### config.mk
export PLATFORM = sky130hd
export DESIGN_NAME = ahb_apb_arbiter
export DESIGN_NICKNAME = d
export VERILOG_FILES = /design/src/rtl/ahb_apb_arbiter.sv
export SDC_FILE = /design/constraint.sdc
export NUM_CORES = 1
export LEC_CHECK = 0
export BUFFER_PORTS_ARGS = -buffer_cell sky130_fd_sc_hd__buf_2
export CAP_MARGIN = 10
export CORE_AREA = 3 3 136 138
export CTS_BUF_LIST = sky130_fd_sc_hd__clkbuf_4
export CTS_CLUSTER_DIAMETER = 100
export DETAILED_ROUTE_END_ITERATION = 10
export DIE_AREA = 0 0 139 141
export GPL_TIMING_DRIVEN = 0
export PLACE_DENSITY_LB_ADDON = 0.12
export RECOVER_POWER = 25
export SLEW_MARGIN = 20
export SYNTH_ARGS = -nofsm -noshare
export SYNTH_HDL_FRONTEND = slang
export SYNTH_SLANG_ARGS = --single-unit
### constraint.sdc
create_clock -name HCLK -period 5.6 [get_ports HCLK]
set_input_delay 0 -clock HCLK [delete_from_list [all_inputs] [get_ports HCLK]]
set_output_delay 0 -clock HCLK [all_outputs]
set_load 0.01 [all_outputs]
### src/rtl/ahb_apb_arbiter.sv
// rtl/ahb_apb_arbiter.sv - round-robin arbiter sharing the AHB-to-APB bridge slave port
module ahb_apb_arbiter #(
   parameter int NO_OF_MASTERS = 4,
   parameter int MAX_HOLD      = 8
) (
   input  logic                                 HCLK,
   input  logic                                 HRESETn,
   input  logic [NO_OF_MASTERS-1:0]             HBUSREQ,
   input  logic [NO_OF_MASTERS-1:0]             HLOCK,
   input  logic [NO_OF_MASTERS-1:0][31:0]       M_HADDR,
   input  logic [NO_OF_MASTERS-1:0][1:0]        M_HTRANS,
   input  logic [NO_OF_MASTERS-1:0]             M_HWRITE,
   input  logic [NO_OF_MASTERS-1:0][31:0]       M_HWDATA,
   output logic [NO_OF_MASTERS-1:0]             HGRANT,
   output logic [$clog2(NO_OF_MASTERS)-1:0]     HMASTER,
   output logic [31:0]                          HADDR,
   output logic [1:0]                           HTRANS,
   output logic                                 HWRITE,
   output logic                                 HSEL,
   output logic [31:0]                          HWDATA,
   input  logic                                 HREADY,
   input  logic [1:0]                           HRESP
);

   localparam int MW = $clog2(NO_OF_MASTERS);
   localparam logic [1:0] TRANS_IDLE = 2'b00;

   typedef enum logic [1:0] {
      IDLE  = 2'd0,
      OWN   = 2'd1,
      DRAIN = 2'd2
   } state_t;

   state_t                   state_q, state_d;
   logic [NO_OF_MASTERS-1:0] grant_q;
   logic [MW-1:0]            hmaster_q;
   logic [MW-1:0]            last_grant_q;
   logic [7:0]               beat_cnt_q;
   logic [MW-1:0]            dphase_owner_q;
   logic                     dphase_vld_q;

   logic [MW-1:0]            winner;
   logic [MW-1:0]            cand;
   logic                     found;
   logic [NO_OF_MASTERS-1:0] winner_onehot;
   logic                     any_req;
   logic                     accept;
   logic [7:0]               beat_next;
   logic                     other_req;
   logic                     rel_idle;
   logic                     rel_hold;
   logic                     do_release;
   logic                     unused_hresp;

   // Responses go straight from the bridge to the masters; errors never steer arbitration.
   assign unused_hresp = ^HRESP;

   assign HGRANT  = grant_q;
   assign HMASTER = hmaster_q;
   assign HWDATA  = M_HWDATA[dphase_owner_q];

   // Round-robin pick: first requester scanning upward from the previous owner, wrapping.
   always_comb begin
      winner = last_grant_q;
      cand   = '0;
      found  = 1'b0;
      for (int i = 1; i <= NO_OF_MASTERS; i++) begin
         cand = MW'((int'(last_grant_q) + i) % NO_OF_MASTERS);
         if (!found && HBUSREQ[cand]) begin
            winner = cand;
            found  = 1'b1;
         end
      end
   end

   assign winner_onehot = {{(NO_OF_MASTERS-1){1'b0}}, 1'b1} << winner;
   assign any_req       = |HBUSREQ;

   // Address phase reaches the bridge only while a master owns the bus.
   always_comb begin
      HADDR  = '0;
      HTRANS = TRANS_IDLE;
      HWRITE = 1'b0;
      HSEL   = 1'b0;
      if (state_q == OWN) begin
         HADDR  = M_HADDR[hmaster_q];
         HTRANS = M_HTRANS[hmaster_q];
         HWRITE = M_HWRITE[hmaster_q];
         HSEL   = M_HTRANS[hmaster_q][1];
      end
   end

   assign accept    = (state_q == OWN) && HTRANS[1] && HREADY;
   // The hold count includes the transfer accepted this cycle, so an owner gets
   // exactly MAX_HOLD transfers per tenure when others are waiting.
   assign beat_next = (beat_cnt_q == 8'hFF) ? beat_cnt_q : beat_cnt_q + {7'd0, accept};
   assign other_req = |(HBUSREQ & ~grant_q);
   assign rel_idle  = !HBUSREQ[hmaster_q] && (M_HTRANS[hmaster_q] == TRANS_IDLE);
   assign rel_hold  = (beat_next >= 8'(MAX_HOLD)) && !HLOCK[hmaster_q] && other_req &&
                      (accept || (HTRANS == TRANS_IDLE));
   assign do_release = (state_q == OWN) && (rel_idle || rel_hold);

   // State register.
   always_ff @(posedge HCLK or negedge HRESETn) begin
      if (!HRESETn) state_q <= IDLE;
      else          state_q <= state_d;
   end

   // Next state: grant, hold until release, then wait out the last data phase.
   always_comb begin
      state_d = state_q;
      case (state_q)
         IDLE:    if (any_req) state_d = OWN;
         OWN:     if (do_release) state_d = DRAIN;
         DRAIN:   if (!dphase_vld_q || HREADY) state_d = IDLE;
         default: state_d = IDLE;
      endcase
   end

   // Grant, owner, hold counter and data-phase tracking.
   always_ff @(posedge HCLK or negedge HRESETn) begin
      if (!HRESETn) begin
         grant_q        <= '0;
         hmaster_q      <= '0;
         last_grant_q   <= MW'(NO_OF_MASTERS - 1);
         beat_cnt_q     <= '0;
         dphase_owner_q <= '0;
         dphase_vld_q   <= 1'b0;
      end else begin
         if (accept) begin
            dphase_owner_q <= hmaster_q;
            dphase_vld_q   <= 1'b1;
         end else if (HREADY) begin
            dphase_vld_q   <= 1'b0;
         end
         case (state_q)
            IDLE: begin
               if (any_req) begin
                  grant_q      <= winner_onehot;
                  hmaster_q    <= winner;
                  last_grant_q <= winner;
                  beat_cnt_q   <= '0;
               end
            end
            OWN: begin
               beat_cnt_q <= beat_next;
               if (do_release) grant_q <= '0;
            end
            default: grant_q <= '0;
         endcase
      end
   end

endmodule

==> flow_summary.ini, run 1 <==
[outcome]
status = completed

[timing]
final_hold_viol_count = 0
fin_setup_tns_ns = 0
period_share = 0.570
fmax_mhz = 313
period_needed_ns = 3.19
tightest_slew_ns = 1.26
grt_setup_unrepaired = no
maxSlewViolCount = 0
fin_skew_ns = 0.0139
maxSlewHeadroom = 0.158
layout_setup_ws_ns = 2.41
setup_viol = 0

[route]
antenna_left = 0
wl_mm = 17.3
route.detailed.drc = 0
wl_per_cell_um = 20.7
drtPass1Iterations = 4
drtIter0Drc = 145
via_count = 3881
via_per_inst = 4.65

[synthesis]
ys_seq_elements = 21
ys_warn_count = 0
synthArstFlopShare = 1.00
synthFlopType = dfrtp_1
synth.distinct_cells = 44
synth-seq-area-share = 0.173
yosys.area.top_type = mux4_2
synthesis.instances = 251
synth_nets = 534
synth_area_um2 = 3050
synthTopCellsByArea = mux4_2 50%, dfrtp_1 16%, and2_1 7.2%
postSynthAreaPerCell_um2 = 12.2
synth_edf_count = 0
yosys.area.top_type_share = 0.502

[clock_tree]
cts_resized = 0
cts_tree = yes
postCtsSetupRepairBufs = 0
clkLatencyLatePin_ns = 0.32
hold_buffers = 2
numClockSinks = 21
cts_max_path_buffers = 2
cts_made_buffers = 3
cts_root_buffer = clkbuf_4
cts_htree_levels = 1
path_clk_slew_ns = 0.14

[critical_path]
worst_setup_path_start_kind = flip-flop
path_class = reg -> reg
end_kind = flip-flop
crit_arrival_ns = 3.43
required_ns = 5.84
cp_max_fo = 7

[cells_and_area]
final_cell_area_um2 = 5130
layout_commonest_cell = buf_2
fin_nets = 893
area_delta_synth_final_pct = 68.3
final_cell_mix = 353 x buf_2, 68 x mux4_2, 35 x and2_1
drive_gt1_frac = 0.716

[floorplanning]
die_x_um = 139
fp-row-count = 48
coreArea_um2 = 17300
start_util = 0.176
die_y_um = 141
die_area_um2 = 19600
ioPinCount = 355

[pwr]
p_leak_nw = 2.53
vdd_drop_max_mv = 0.219
design_power_total_mw = 2.21
power_density_nw_per_um2 = 430

[hold_path]
hold_class = in -> reg

[placement]
gp_congestion = 0.966
place_worst_setup_slack_ns = 2.40
hpwlAfterDp_mm = 15.3
postPlaceCellArea_um2 = 5090
io_buffers = 352

[global_route]
grt_use_total = 0.164
grt_pass1_wl_mm = 25.2
overflow = 0
grt_pass1_vias = 4160
antenna_found_initial = 1
grt_max_degree = 22

[job]
drv_cap = 0
sequential cells by signal (all words and copies together), names as in the netlist:
name	cells
HGRANT	4
state_q	2
beat_cnt_q	8
HMASTER	2
last_grant_q	2
dphase_vld_q	1
dphase_owner_q	2
cell families (layout without fill, tap and decap cells):
| family | count (synthesis) | count (layout) | synth area share |
|---|---|---|---|
| other | 0 | 1 | 0 |
| AOI/OAI and AO/OA | 33 | 33 | 0.0783 |
| adders and majority gates | 2 | 2 | 0.00820 |
| buffers and inverters | 27 | 385 | 0.0406 |
| and+or+nand+nor | 96 | 96 | 0.177 |
| muxes | 72 | 72 | 0.523 |
| DFF | 21 | 21 | 0.173 |
critical path: stages, from the launching register on:
cell	delay (ns)
dfrtp_1	0.49
nor2b_1	0.50
and2_1	0.29
nand2_1	0.17
inv_1	0.09
ha_1	0.18
ha_1	0.30
nand3_1	0.16
nor4b_1	0.27
o32ai_1	0.16
o211a_1	0.29
o31ai_2	0.22
power breakdown:
group / total, mW / internal [mW] / switching [mW]
clock network: 0.0800 / 0.0267 / 0.0533
logic: 1.87 / 0.932 / 0.938
registers: 0.256 / 0.208 / 0.0484
total: 2.21 / 1.17 / 1.04
synth_stat cells (all sizes together) (2+ instances only):
cell     n
a21oi    8
a31oi    3
and2    35
buf     11
clkbuf  12
dfrtp   19
dfstp    2
ha       2
inv      4
mux2     3
mux4    69
nand2   14
nand2b   7
nand3    6
nand4    2
nor2    10
nor2b    2
nor3    11
nor4     2
nor4b    3
o211a    3
o21a     2
o21ai    5
o22ai    2
through the flow:
| stage | std cells | util | hold slack (ns) |
|---|---|---|---|
| 3_3_place_gp | 828 | 0.295 | 0.0135 |
| 2_1_floorplan | 251 | - | -0.296 |
| 5_1_grt | 835 | 0.297 | 0.201 |
| 6_report | 835 | 0.297 | 0.165 |
| 4_1_cts | 834 | 0.297 | 0.157 |
| 3_5_place_dp | 828 | 0.295 | 0.0220 |
layer usage:
layer / share of wire / up-vias / track usage
li1: - / 1751 / -
met4: 0.014 / 0 / 0.0206
met5: 0 / - / 0
met1: 0.36 / 1847 / 0.191
met3: 0.094 / 18 / 0.0431
met2: 0.53 / 265 / 0.309
cell type report:
type	count	area, um^2
inverter	4	15.0
fill	1911	12200
clock buffer	3	22.5
sequential	21	528
tap	225	282
multi-input combinational	203	2400
antenna	1	2.50
buffer	23	109
timing repair buffer	354	1770
clock inverter	1	5.00
worst paths after layout:
check	slack, ns	endpoint	from	cells past startpoint
max	2.41	state_q[0]	state_q[0]	11
min	0.17	HGRANT[2]	HBUSREQ[3]	4
max reg2reg	2.41	state_q[0]	state_q[0]	11
min reg2reg	0.55	last_grant_q[0]	last_grant_q[0]	2
max in group asynchronous	4.39	beat_cnt_q[7]	HRESETn	2
min in group asynchronous	0.45	HGRANT[3]	HRESETn	2
Note: power is estimated with default switching activity, not from simulation.
==> run 2: changes to the inputs <==
==> constraint.sdc (replaced) <==
create_clock -name HCLK -period 2.56 [get_ports HCLK]
set_input_delay 0 -clock HCLK [delete_from_list [all_inputs] [get_ports HCLK]]
set_output_delay 0 -clock HCLK [all_outputs]
set_load 0.01 [all_outputs]
==> run 2 against run 1 <==
Against the previous run: the flow now finishes with violations (negative setup slack); clock skew fell by 0.0097 ns; first-iteration DRC count fell by 11%; sequential share of layout area fell by 0.41 points; global-route usage fell by 0.12 points; clock power rose by 110%; die area did not move; wire length fell by 3.5%; utilization rose by 1.3 points; sequential cell count did not move; combinational power rose by 120%; worst setup slack got worse by 2.5 ns; via count rose by 0.93%; largest cell class unchanged.
==> flow_summary.ini, run 2 (synthesis results as in run 1) <==
[cells_and_area]
finalNonFillerCells = 855
fin_nets = 907
largest_register_ffs = 8
multi_input_area_um2 = 2500
drive_gt1_frac = 0.751
regMostFlops = beat_cnt_q
fin_util = 0.310
final_cell_area_um2 = 5360
regArea_um2 = 529
layout_commonest_cell = buf_2
nFillCells = 1871
final_cell_mix = 356 x buf_2, 68 x mux4_2, 34 x and2_1
area_delta_synth_final_pct = 75.7

[clock_tree]
path_clk_slew_ns = 0.13
clkLatencyLatePin_ns = 0.31
numClockSinks = 21
cts_root_buffer = clkbuf_4
cts_htree_levels = 1
cts_tree = yes
cts_made_buffers = 3
cts_max_path_buffers = 2

[timing]
fin_skew_ns = 0.00416
period_needed_ns = 2.67
final_hold_viol_count = 0
maxSlewViolCount = 0
grt_setup_unrepaired = yes
fin_setup_tns_ns = -0.424
layout_setup_ws_ns = -0.114
fmax_mhz = 374
setup_viol = 6
fin_hold_ws_ns = 0.0615
period_share = 1.04
tightest_slew_ns = 1.24
maxSlewHeadroom = 0.174

[route]
via_per_inst = 4.58
wl_per_cell_um = 19.5
antenna_left = 0
drtIter0Drc = 129
wl_mm = 16.7
route.detailed.drc = 0
drtPass1Iterations = 4
via_count = 3917

[global_route]
grt_pass1_vias = 4464
grt_max_degree = 22
grt_use_total = 0.162
grt_pass1_wl_mm = 25.0
antenna_found_initial = 6
overflow = 0

[pwr]
swShare = 0.461
design_power_total_mw = 4.95
p_clk_frac = 0.035
power_density_nw_per_um2 = 924
p_leak_nw = 2.61
pwr-share-comb = 0.848
switchingPower_mw = 2.28
p_seq_frac = 0.118
p_int_mw = 2.67
vdd_drop_max_mv = 0.356

[hold_path]
hold_end = state_q[1]
hold_depth = 4
worstHoldStart = HREADY
hold_class = in -> reg

[job]
drv_cap = 0

[critical_path]
path_class = reg -> reg
end_kind = flip-flop
reg2reg_slack_ns = -0.11
r2r_end = HGRANT[1]
crit_start = HMASTER[0]
cp_max_fo = 6
worst_setup_path_start_kind = flip-flop
required_ns = 2.77
r2r_start = HMASTER[0]
crit_arrival_ns = 2.89
reg2regPathDepth = 11

[floorplanning]
die_x_um = 139
coreArea_um2 = 17300
fp-row-count = 48
ioPinCount = 355
start_util = 0.176
die_area_um2 = 19600
die_y_um = 141

[outcome]
status = complete, but fails checks
violations = negative setup slack

[placement]
io_buffers = 352
gp_congestion = 0.985
hpwlAfterDp_mm = 14.8
postPlaceCellArea_um2 = 5140
place_worst_setup_slack_ns = -0.394
dp_cells = 828
==> run 2: cell types whose count changed in the layout (fill, tap and decap cells not counted), moves of 3 or more <==
cell and change:
buf_2 +3, clkbuf_1 -3, buf_4 +14, diode_2 +6
==> run 2: cell type report <==
type                            instances  area share
Antenna cell                            7     0.00327
Buffer                                 23      0.0203
Clock buffer                            3     0.00420
Clock inverter                          1    0.000933
Inverter                                4     0.00327
Multi-Input combinational cell        203       0.466
Sequential cell                        21      0.0987
Tap cell                              225      0.0525
Timing Repair Buffer                  368       0.351
==> run 2: power groups by stage <==
stage	logic (mW)	clock network, mW	registers, mW
3_5_place_dp	4.16	0	0.589
4_1_cts	4.25	0.185	0.588
3_3_place_gp	4.17	0	0.587
6_report	4.20	0.171	0.583
5_1_grt	4.60	0.195	0.605
2_1_floorplan	2.71	0	0.565
==> run 2: worst max-delay path, stage by stage (launching register included) <==
cell,delay (ns)
dfrtp_2,0.44
mux4_2,0.56
and2_4,0.20
nand2_4,0.06
inv_4,0.03
ha_4,0.16
nand4_1,0.23
nor4b_2,0.08
o32ai_1,0.28
buf_4,0.17
o211ai_1,0.11
a31o_1,0.23
==> run 2: what timing repair did <==
action / 4_1_cts / 5_1_grt
buffers inserted: 10 / 6
hold buffers: 2 / 0
pin swaps: 10 / 7
endpoints found under the hold margin: 20 / 0
gates resized for setup: 10 / 4
gates cloned: 0 / 0
setup endpoints to repair: 6 / 7
==> run 2: worst max-delay path by stage <==
stage                     slack [ns]         end
after global routing           -0.23   HGRANT[1]
after CTS                      -0.14  state_q[0]
after detailed placement       -0.39  state_q[0]
after global placement         -0.36  state_q[0]
final                          -0.11   HGRANT[1]
after floorplan                 0.01   HGRANT[3]
==> run 2: routing by layer <==
metal	track usage	wire length, um
met5	0	0
met4	0.0566	510
met3	0.0468	1560
met2	0.328	9220
met1	0.155	5370
